===== config.mk =====
export PLATFORM = sky130hd
export DESIGN_NAME = sync_fifo
export DESIGN_NICKNAME = d
export VERILOG_FILES = /design/src/rtl/fifo_pkg.sv /design/src/rtl/sdp_ram.sv /design/src/rtl/sync_fifo.sv
export SDC_FILE = /design/constraint.sdc
export NUM_CORES = 1
export LEC_CHECK = 0
export CAP_MARGIN = 25
export CORE_UTILIZATION = 56
export DETAILED_ROUTE_END_ITERATION = 10
export GPL_TIMING_DRIVEN = 0
export PLACE_DENSITY = 0.74
export SLEW_MARGIN = 30
export SYNTH_ARGS = -nofsm -noshare
export SYNTH_HDL_FRONTEND = slang
export SYNTH_HIERARCHICAL = 1
export SYNTH_SLANG_ARGS = --single-unit

===== constraint.sdc =====
create_clock -name clk -period 3.7 [get_ports clk]
set_clock_uncertainty 0.05 [all_clocks]
set_input_delay 1.11 -clock clk [delete_from_list [all_inputs] [get_ports clk]]
set_output_delay 1.11 -clock clk [all_outputs]
set_load 0.005 [all_outputs]

===== src/rtl/fifo_pkg.sv =====
// Shared default dimensions for the synchronous FIFO and its storage.
package fifo_pkg;
  localparam int FIFO_DATA_W = 16;
  localparam int FIFO_ADDR_W = 4;
endpackage


===== src/rtl/sdp_ram.sv =====
// Simple dual-port RAM: one write port, one registered read port, single clock.
module sdp_ram
  import fifo_pkg::*;
#(
  parameter int DATA_W = FIFO_DATA_W,
  parameter int ADDR_W = FIFO_ADDR_W
) (
  input  logic              clk,
  input  logic              rst,
  input  logic              we,
  input  logic [ADDR_W-1:0] waddr,
  input  logic [DATA_W-1:0] wdata,
  input  logic              re,
  input  logic [ADDR_W-1:0] raddr,
  output logic [DATA_W-1:0] rdata
);

  logic [DATA_W-1:0] mem_r [0:(2**ADDR_W)-1];
  logic [DATA_W-1:0] rdata_r;

  // Storage array write port, deliberately without reset so it maps to block RAM.
  always_ff @(posedge clk) begin
    if (we) begin
      mem_r[waddr] <= wdata;
    end
  end

  // Read-first output register: holds its value unless a read is accepted.
  always_ff @(posedge clk or posedge rst) begin
    if (rst) begin
      rdata_r <= {DATA_W{1'b0}};
    end else if (re) begin
      rdata_r <= mem_r[raddr];
    end else begin
      rdata_r <= rdata_r;
    end
  end

  assign rdata = rdata_r;

endmodule


===== src/rtl/sync_fifo.sv =====
// Single-clock FIFO: pointer, occupancy, status-flag and sticky error logic
// around an sdp_ram with a one-cycle registered read.
module sync_fifo
  import fifo_pkg::*;
#(
  parameter int DATA_W   = FIFO_DATA_W,
  parameter int ADDR_W   = FIFO_ADDR_W,
  parameter int AF_LEVEL = (2**ADDR_W) - 2
) (
  input  logic              clk,
  input  logic              rst,
  input  logic              clr,
  input  logic              wr_en,
  input  logic [DATA_W-1:0] wr_data,
  input  logic              rd_en,
  output logic [DATA_W-1:0] rd_data,
  output logic              rd_valid,
  output logic              full,
  output logic              empty,
  output logic              almost_full,
  output logic [ADDR_W:0]   count,
  output logic              overflow,
  output logic              underflow
);

  localparam logic [ADDR_W:0] DEPTH_C = (ADDR_W+1)'(2**ADDR_W);
  localparam logic [ADDR_W:0] AF_C    = (ADDR_W+1)'(AF_LEVEL);
  localparam logic [ADDR_W:0] ONE_C   = (ADDR_W+1)'(1);
  localparam logic [ADDR_W:0] ZERO_C  = {(ADDR_W+1){1'b0}};

  logic [ADDR_W:0] wr_ptr_r;
  logic [ADDR_W:0] rd_ptr_r;
  logic [ADDR_W:0] count_r;
  logic [ADDR_W:0] count_nxt_s;
  logic            wr_acc_s;
  logic            rd_acc_s;
  logic            rd_valid_r;
  logic            full_r;
  logic            empty_r;
  logic            almost_full_r;
  logic            overflow_r;
  logic            underflow_r;

  // Accept decisions and next occupancy; a flush suppresses both ports.
  always_comb begin
    rd_acc_s    = 1'b0;
    wr_acc_s    = 1'b0;
    count_nxt_s = count_r;
    if (clr) begin
      count_nxt_s = ZERO_C;
    end else begin
      rd_acc_s = rd_en & ~empty_r;
      // A full FIFO still takes a write when a read frees a slot at the same edge.
      wr_acc_s = wr_en & (~full_r | rd_acc_s);
      if (wr_acc_s && !rd_acc_s) begin
        count_nxt_s = count_r + ONE_C;
      end else if (rd_acc_s && !wr_acc_s) begin
        count_nxt_s = count_r - ONE_C;
      end else begin
        count_nxt_s = count_r;
      end
    end
  end

  // Pointers, occupancy, flags and sticky errors; flags track next-state count.
  always_ff @(posedge clk or posedge rst) begin
    if (rst) begin
      wr_ptr_r      <= ZERO_C;
      rd_ptr_r      <= ZERO_C;
      count_r       <= ZERO_C;
      rd_valid_r    <= 1'b0;
      empty_r       <= 1'b1;
      full_r        <= 1'b0;
      almost_full_r <= 1'b0;
      overflow_r    <= 1'b0;
      underflow_r   <= 1'b0;
    end else if (clr) begin
      wr_ptr_r      <= ZERO_C;
      rd_ptr_r      <= ZERO_C;
      count_r       <= ZERO_C;
      rd_valid_r    <= 1'b0;
      empty_r       <= 1'b1;
      full_r        <= 1'b0;
      almost_full_r <= 1'b0;
      overflow_r    <= 1'b0;
      underflow_r   <= 1'b0;
    end else begin
      wr_ptr_r      <= wr_acc_s ? wr_ptr_r + ONE_C : wr_ptr_r;
      rd_ptr_r      <= rd_acc_s ? rd_ptr_r + ONE_C : rd_ptr_r;
      count_r       <= count_nxt_s;
      rd_valid_r    <= rd_acc_s;
      empty_r       <= (count_nxt_s == ZERO_C);
      full_r        <= (count_nxt_s == DEPTH_C);
      almost_full_r <= (count_nxt_s >= AF_C);
      overflow_r    <= overflow_r | (wr_en & ~wr_acc_s);
      underflow_r   <= underflow_r | (rd_en & ~rd_acc_s);
    end
  end

  sdp_ram #(
    .DATA_W (DATA_W),
    .ADDR_W (ADDR_W)
  ) u_ram (
    .clk   (clk),
    .rst   (rst),
    .we    (wr_acc_s),
    .waddr (wr_ptr_r[ADDR_W-1:0]),
    .wdata (wr_data),
    .re    (rd_acc_s),
    .raddr (rd_ptr_r[ADDR_W-1:0]),
    .rdata (rd_data)
  );

  assign rd_valid    = rd_valid_r;
  assign full        = full_r;
  assign empty       = empty_r;
  assign almost_full = almost_full_r;
  assign count       = count_r;
  assign overflow    = overflow_r;
  assign underflow   = underflow_r;

endmodule


# Word level (Yosys, flattened, before mapping)
# Memory sizes are Yosys's and may differ from the RTL's. A register that Yosys moved wholly into a read port is not among the register bits.
# Cells that the tools add are included.
[classes]
n_lt_le_gt_ge = 1
bitwise = 11
n_eq_ne = 1
n_shift = 0
reduce_logical = 7
add_sub_neg = 4
mul = 0
n_mux = 18
div_mod_pow = 0
[op_table]
columns = ["operator", "n"]
rows = [
  ["$mux 5", 8],
  ["$add 5x1->5 const B", 3],
  ["$mux 1", 10],
  ["$eq 5x5->1 const B", 1],
  ["$ge 5x4->1 const B", 1],
  ["$logic_not 5->1", 1],
  ["$sub 5x1->5 const B", 1],
  ["$and 1x1->1", 4],
  ["$not 1->1", 4],
  ["$reduce_bool 2->1", 2],
  ["$or 1x1->1", 3],
  ["$logic_and 1x1->1", 2],
  ["$logic_not 1->1", 2],
]
[word_totals]
mem_bits_ro = 0
register_bits = 21
input_bits = 21
wordCells = 52
out_inout_bits = 27
latchBits = 0
mem_count = 1
ramBits = 256
[memory_table]
columns = ["name", "depth", "word_bits", "read_ports", "rd_clocked_by_memory_dff", "wr", "line_no", "text"]
rows = [
  ["u_ram.mem_r", 16, 16, 1, 1, 1, "sdp_ram.sv:18", "logic [DATA_W-1:0] mem_r [0:(2**ADDR_W)-1];"],
]

# Depth between registers and ports, before layout
[depth]
depth_word = 11
mapped_depth = 8
depth_no_buf = 7

# Cells and area by module
# The synthesis kept the hierarchy.
[modules_own_cells]
columns = ["module", "area_each_um2", "seq_area_each_um2", "instances", "cells_per_inst"]
rows = [
  ["sdp_ram", 10467.5, 8087.8, 1, 453],
  ["sync_fifo", 984.7, 476.7, 1, 95],
]

# Worst setup path before layout
# Ideal clock, no wire load.
[synth_timing]
path_type = "input to register"
start = "input rd_en"
end = "memory u_ram/mem_r[0][0] (netlist bit), enable pin"
setup_slack_ns = -0.184
required_ns = 3.241
t_arrival_ns = 3.424
stages = 6
setup_time_ns = 0.409
cell_sequence = "nand2b_4 clkbuf_8 a21boi_2 nor2b_1 or3b_2 nor3_1"
[synth_between]
elab_chain_cells = 6
[synth_rtl]
columns = ["element", "line_no", "text"]
rows = [
  ["from (decl)", "sync_fifo.sv:15", "input logic rd_en,"],
  ["$and 1x1->1", "sync_fifo.sv:52", "rd_acc_s = rd_en & ~empty_r;"],
  ["$or 1x1->1", "sync_fifo.sv:54", "wr_acc_s = wr_en & (~full_r | rd_acc_s);"],
  ["$and 1x1->1", "sync_fifo.sv:54", ""],
  ["$mux 1", "sync_fifo.sv:49", "if (clr) begin"],
  ["via wr_acc_s", "sync_fifo.sv:35", "logic wr_acc_s;"],
  ["$mux 1", "sdp_ram.sv:23", "if (we) begin"],
  ["$mux 1 (not written as such)", "sdp_ram.sv:24", "mem_r[waddr] <= wdata;"],
  ["to (decl)", "sdp_ram.sv:18", ""],
]
# The timed path passes the listed nets, and every way through them passes these cells.

# Worst setup path in the final report
[layout_timing]
start = "input rd_en"
end = "memory u_ram/mem_r[2][12] (netlist bit), enable pin"
# Same word-level chain as after synthesis.

==> impl_metrics.tcl <==
set metrics [dict create \
    fin_crit_sh 0.970 \
    grt_pass1_wl_mm 34.9 \
    overflow 0 \
    hp-class "reg -> reg" \
    fin_setup_tns_ns 0 \
    endpoint_kind "flip-flop" \
    dieArea_mm2 0.0210 \
    place_ws_ns -0.460 \
    setup_violations 0 \
    final.min_clock_period_ns 3.59 \
    crit_buf_inv 3 \
    synth.most_common_cell "edfxtp_1" \
    finalMaxSlewViolations 0 \
    clock_tree.root_cell "clkbuf_16" \
    diodes 0 \
    async_reset_ff_frac 0.120 \
    arrival_ns 3.78 \
    whs_ns 0.476 \
    syn2layout_area_growth_pct 18.0 \
    fin_ws_ns 0.112 \
    track_usage 0.226 \
    synthCells 548 \
    cts_max_level 1 \
    rows 51 \
    rsz0062_at_grt "false" \
    die_x_um 145 \
    critPathCapture "u_ram/mem_r[2][12]" \
    crit_cells 8 \
    nets 664 \
    crit_path_top_delay_cell "or3b_2" \
    clkTransAtPathRegs_ns 0.06 \
    cts_tree "yes" \
    cts_buffers 28 \
    grt_pass1_vias 5825 \
    maxCapViolations 0 \
    antenna_found_initial 0 \
    synth_cell_type_count 49 \
    cts.sinks 291 \
    cpPeakStageDelay_ns 0.60 \
    syn_area_per_cell_um2 20.9 \
    gp_congestion 0.875 \
    die_y_um 145 \
    power_density_mw_per_mm2 595 \
    yosys_warnings 6 \
    crit_required_ns 3.89 \
    clk_path_buf_depth 3 \
    vdd_drop_max_uv 403 \
    ys_seq_elements 291 \
    synth_area_leaders "edfxtp_1, mux4_2, dfrtp_1" \
    syn_area_mm2 0.0115 \
    place_inst 874 \
    fin_cells 926 \
    synth_common_cells "edfxtp_1, mux4_2, nor2_1" \
    vias 5625 \
    core-area_mm2 0.0198 \
    drt_iter0_drc 442 \
    synth_top_area_share 0.671 \
    critPathKind "in -> reg" \
    clock_latency_ns 0.53 \
    path_max_fanout 10 \
    synth_flop_cell "edfxtp_1" \
    hold_viol_final 0 \
    final_antenna_net_count 0 \
    yosysSeqAreaShare 0.748 \
    syn_nets 573 \
    reg2reg_to "u_ram/mem_r[2][12]" \
    p_total_w 0.00804 \
    reg2reg_slack_ns 0.77 \
    drtPass1Iterations 4 \
    max_freq_ghz 0.279 \
    synth_edf_count 256 \
    reg2regPathDepth 7 \
    port_buffers 47 \
    start_util 0.579 \
    ios 48 \
    post-dp-hpwl_mm 14.9 \
    outcome "finished clean" \
    crit_chain "clkdlybuf4s50_1, nand2b_4, clkbuf_8, a21boi_2, nor2b_1, or3b_2, nor2_2, buf_8" \
    p_leak_nw 4.41 \
    vias_per_cell 6.07 \
    relSlewSlack 0.487 \
    worst_pin_slew_ns 0.770 \
    wl_mm 23.0 \
    start_kind "primary input" \
    yosys.area.top_type "edfxtp_1" \
    path_delay_family "simple AND/OR/NAND/NOR gates" \
    drc 0 \
    wire_per_inst_um 24.9 \
    crit_start "rd_en" \
    grt_max_degree 20 \
    drive_gt1_frac 0.272 \
    worstReg2RegStart "empty" \
]
==> metal layers <==
layer	GRT usage	part of all wire	wire length [um]	vias up
li1	-	-	-	2438
met4	0.0559	0.022	499	0
met1	0.314	0.41	9500	2939
met3	0.0358	0.061	1420	36
met2	0.378	0.50	11600	212
met5	0	0	0	-
==> tightest hold or removal path, delay by kind of cell, from the launching register on <==
kind | cells | cell delay, ns
AOI/OAI and AO/OA | 1 | 0.05
DFF | 1 | 0.35
and+or+nand+nor | 1 | 0.08
==> worst min path at each step <==
stage,start,to,depth (start not counted)
after floorplan,underflow,underflow,2
after global placement,underflow,underflow,2
after detailed placement,underflow,underflow,2
after CTS,overflow,overflow,2
after global routing,underflow,underflow,2
final,underflow,underflow,2
==> final cells by class <==
class / count / area [um^2]
plain buffers: 29 / 239
clock buffers: 29 / 726
clock inverters: 23 / 288
fillers: 1200 / 6270
inverters: 6 / 22.5
multi-input cells: 222 / 2710
flip-flops and latches: 291 / 8560
well taps: 265 / 332
repair buffers: 61 / 624
==> through the flow <==
step / util / cell area [um^2]
after floorplan: - / 11500
after global placement: 0.620 / 12300
after detailed placement: 0.631 / 12500
after CTS: 0.683 / 13500
after global routing: 0.683 / 13500
final: 0.683 / 13500
==> repair_timing <==
item / CTS / global route
gates resized for setup: 0 / 1
setup endpoints to repair: 0 / 5
hold buffers: 0 / 0
buffers inserted: 0 / 0
==> report_power, final <==
| part | total, W | leakage (nW) | internal [W] | switching (W) |
|---|---|---|---|---|
| sequential | 0.00387 | 2.74 | 0.00373 | 0.000147 |
| combinational | 0.00110 | 1.19 | 0.000571 | 0.000534 |
| clock | 0.00306 | 0.480 | 0.00185 | 0.00121 |
==> sequential cells by signal (all words and copies together), names as in the netlist <==
| register | count |
|---|---|
| almost_full | 1 |
| underflow | 1 |
| count | 5 |
| overflow | 1 |
| u_ram/rdata | 16 |
| u_ram/mem_r | 256 |
| full | 1 |
| rd_valid | 1 |
| empty | 1 |
| rd_ptr_r | 4 |
| wr_ptr_r | 4 |
==> kinds of logic after synthesis <==
| kind of cell | share of synthesized area |
|---|---|
| muxes | 0.146 |
| DFF | 0.748 |
| adders and majority gates | 0.00437 |
| xor gates and xnor gates | 0.00612 |
| buffers and inverters | 0.0228 |
| AOI/OAI and AO/OA | 0.0401 |
| and+or+nand+nor | 0.0330 |
==> cell usage in the layout, fill, tap and decap left out, types with 4 or more instances in the layout <==
master / netlist / layout
ha_1: 4 / 4
nor2b_1: 5 / 5
nand2_1: 8 / 8
dfrtp_1: 34 / 34
clkdlybuf4s50_1: 0 / 47
nor2_4: 0 / 5
nor2_2: 1 / 8
a21oi_1: 4 / 4
clkinv_2: 0 / 5
clkbuf_16: 0 / 29
bufinv_16: 0 / 6
mux4_1: 9 / 9
mux2i_1: 18 / 18
buf_4: 4 / 9
edfxtp_1: 256 / 256
buf_6: 5 / 10
buf_8: 1 / 5
xor2_1: 5 / 5
mux4_2: 55 / 55
inv_1: 5 / 5
clkinvlp_4: 0 / 6
buf_2: 6 / 6
nor2_1: 44 / 32
a221oi_2: 14 / 14
o22ai_1: 15 / 15
clkbuf_1: 6 / 6
Power figures use the tool's default switching activity.
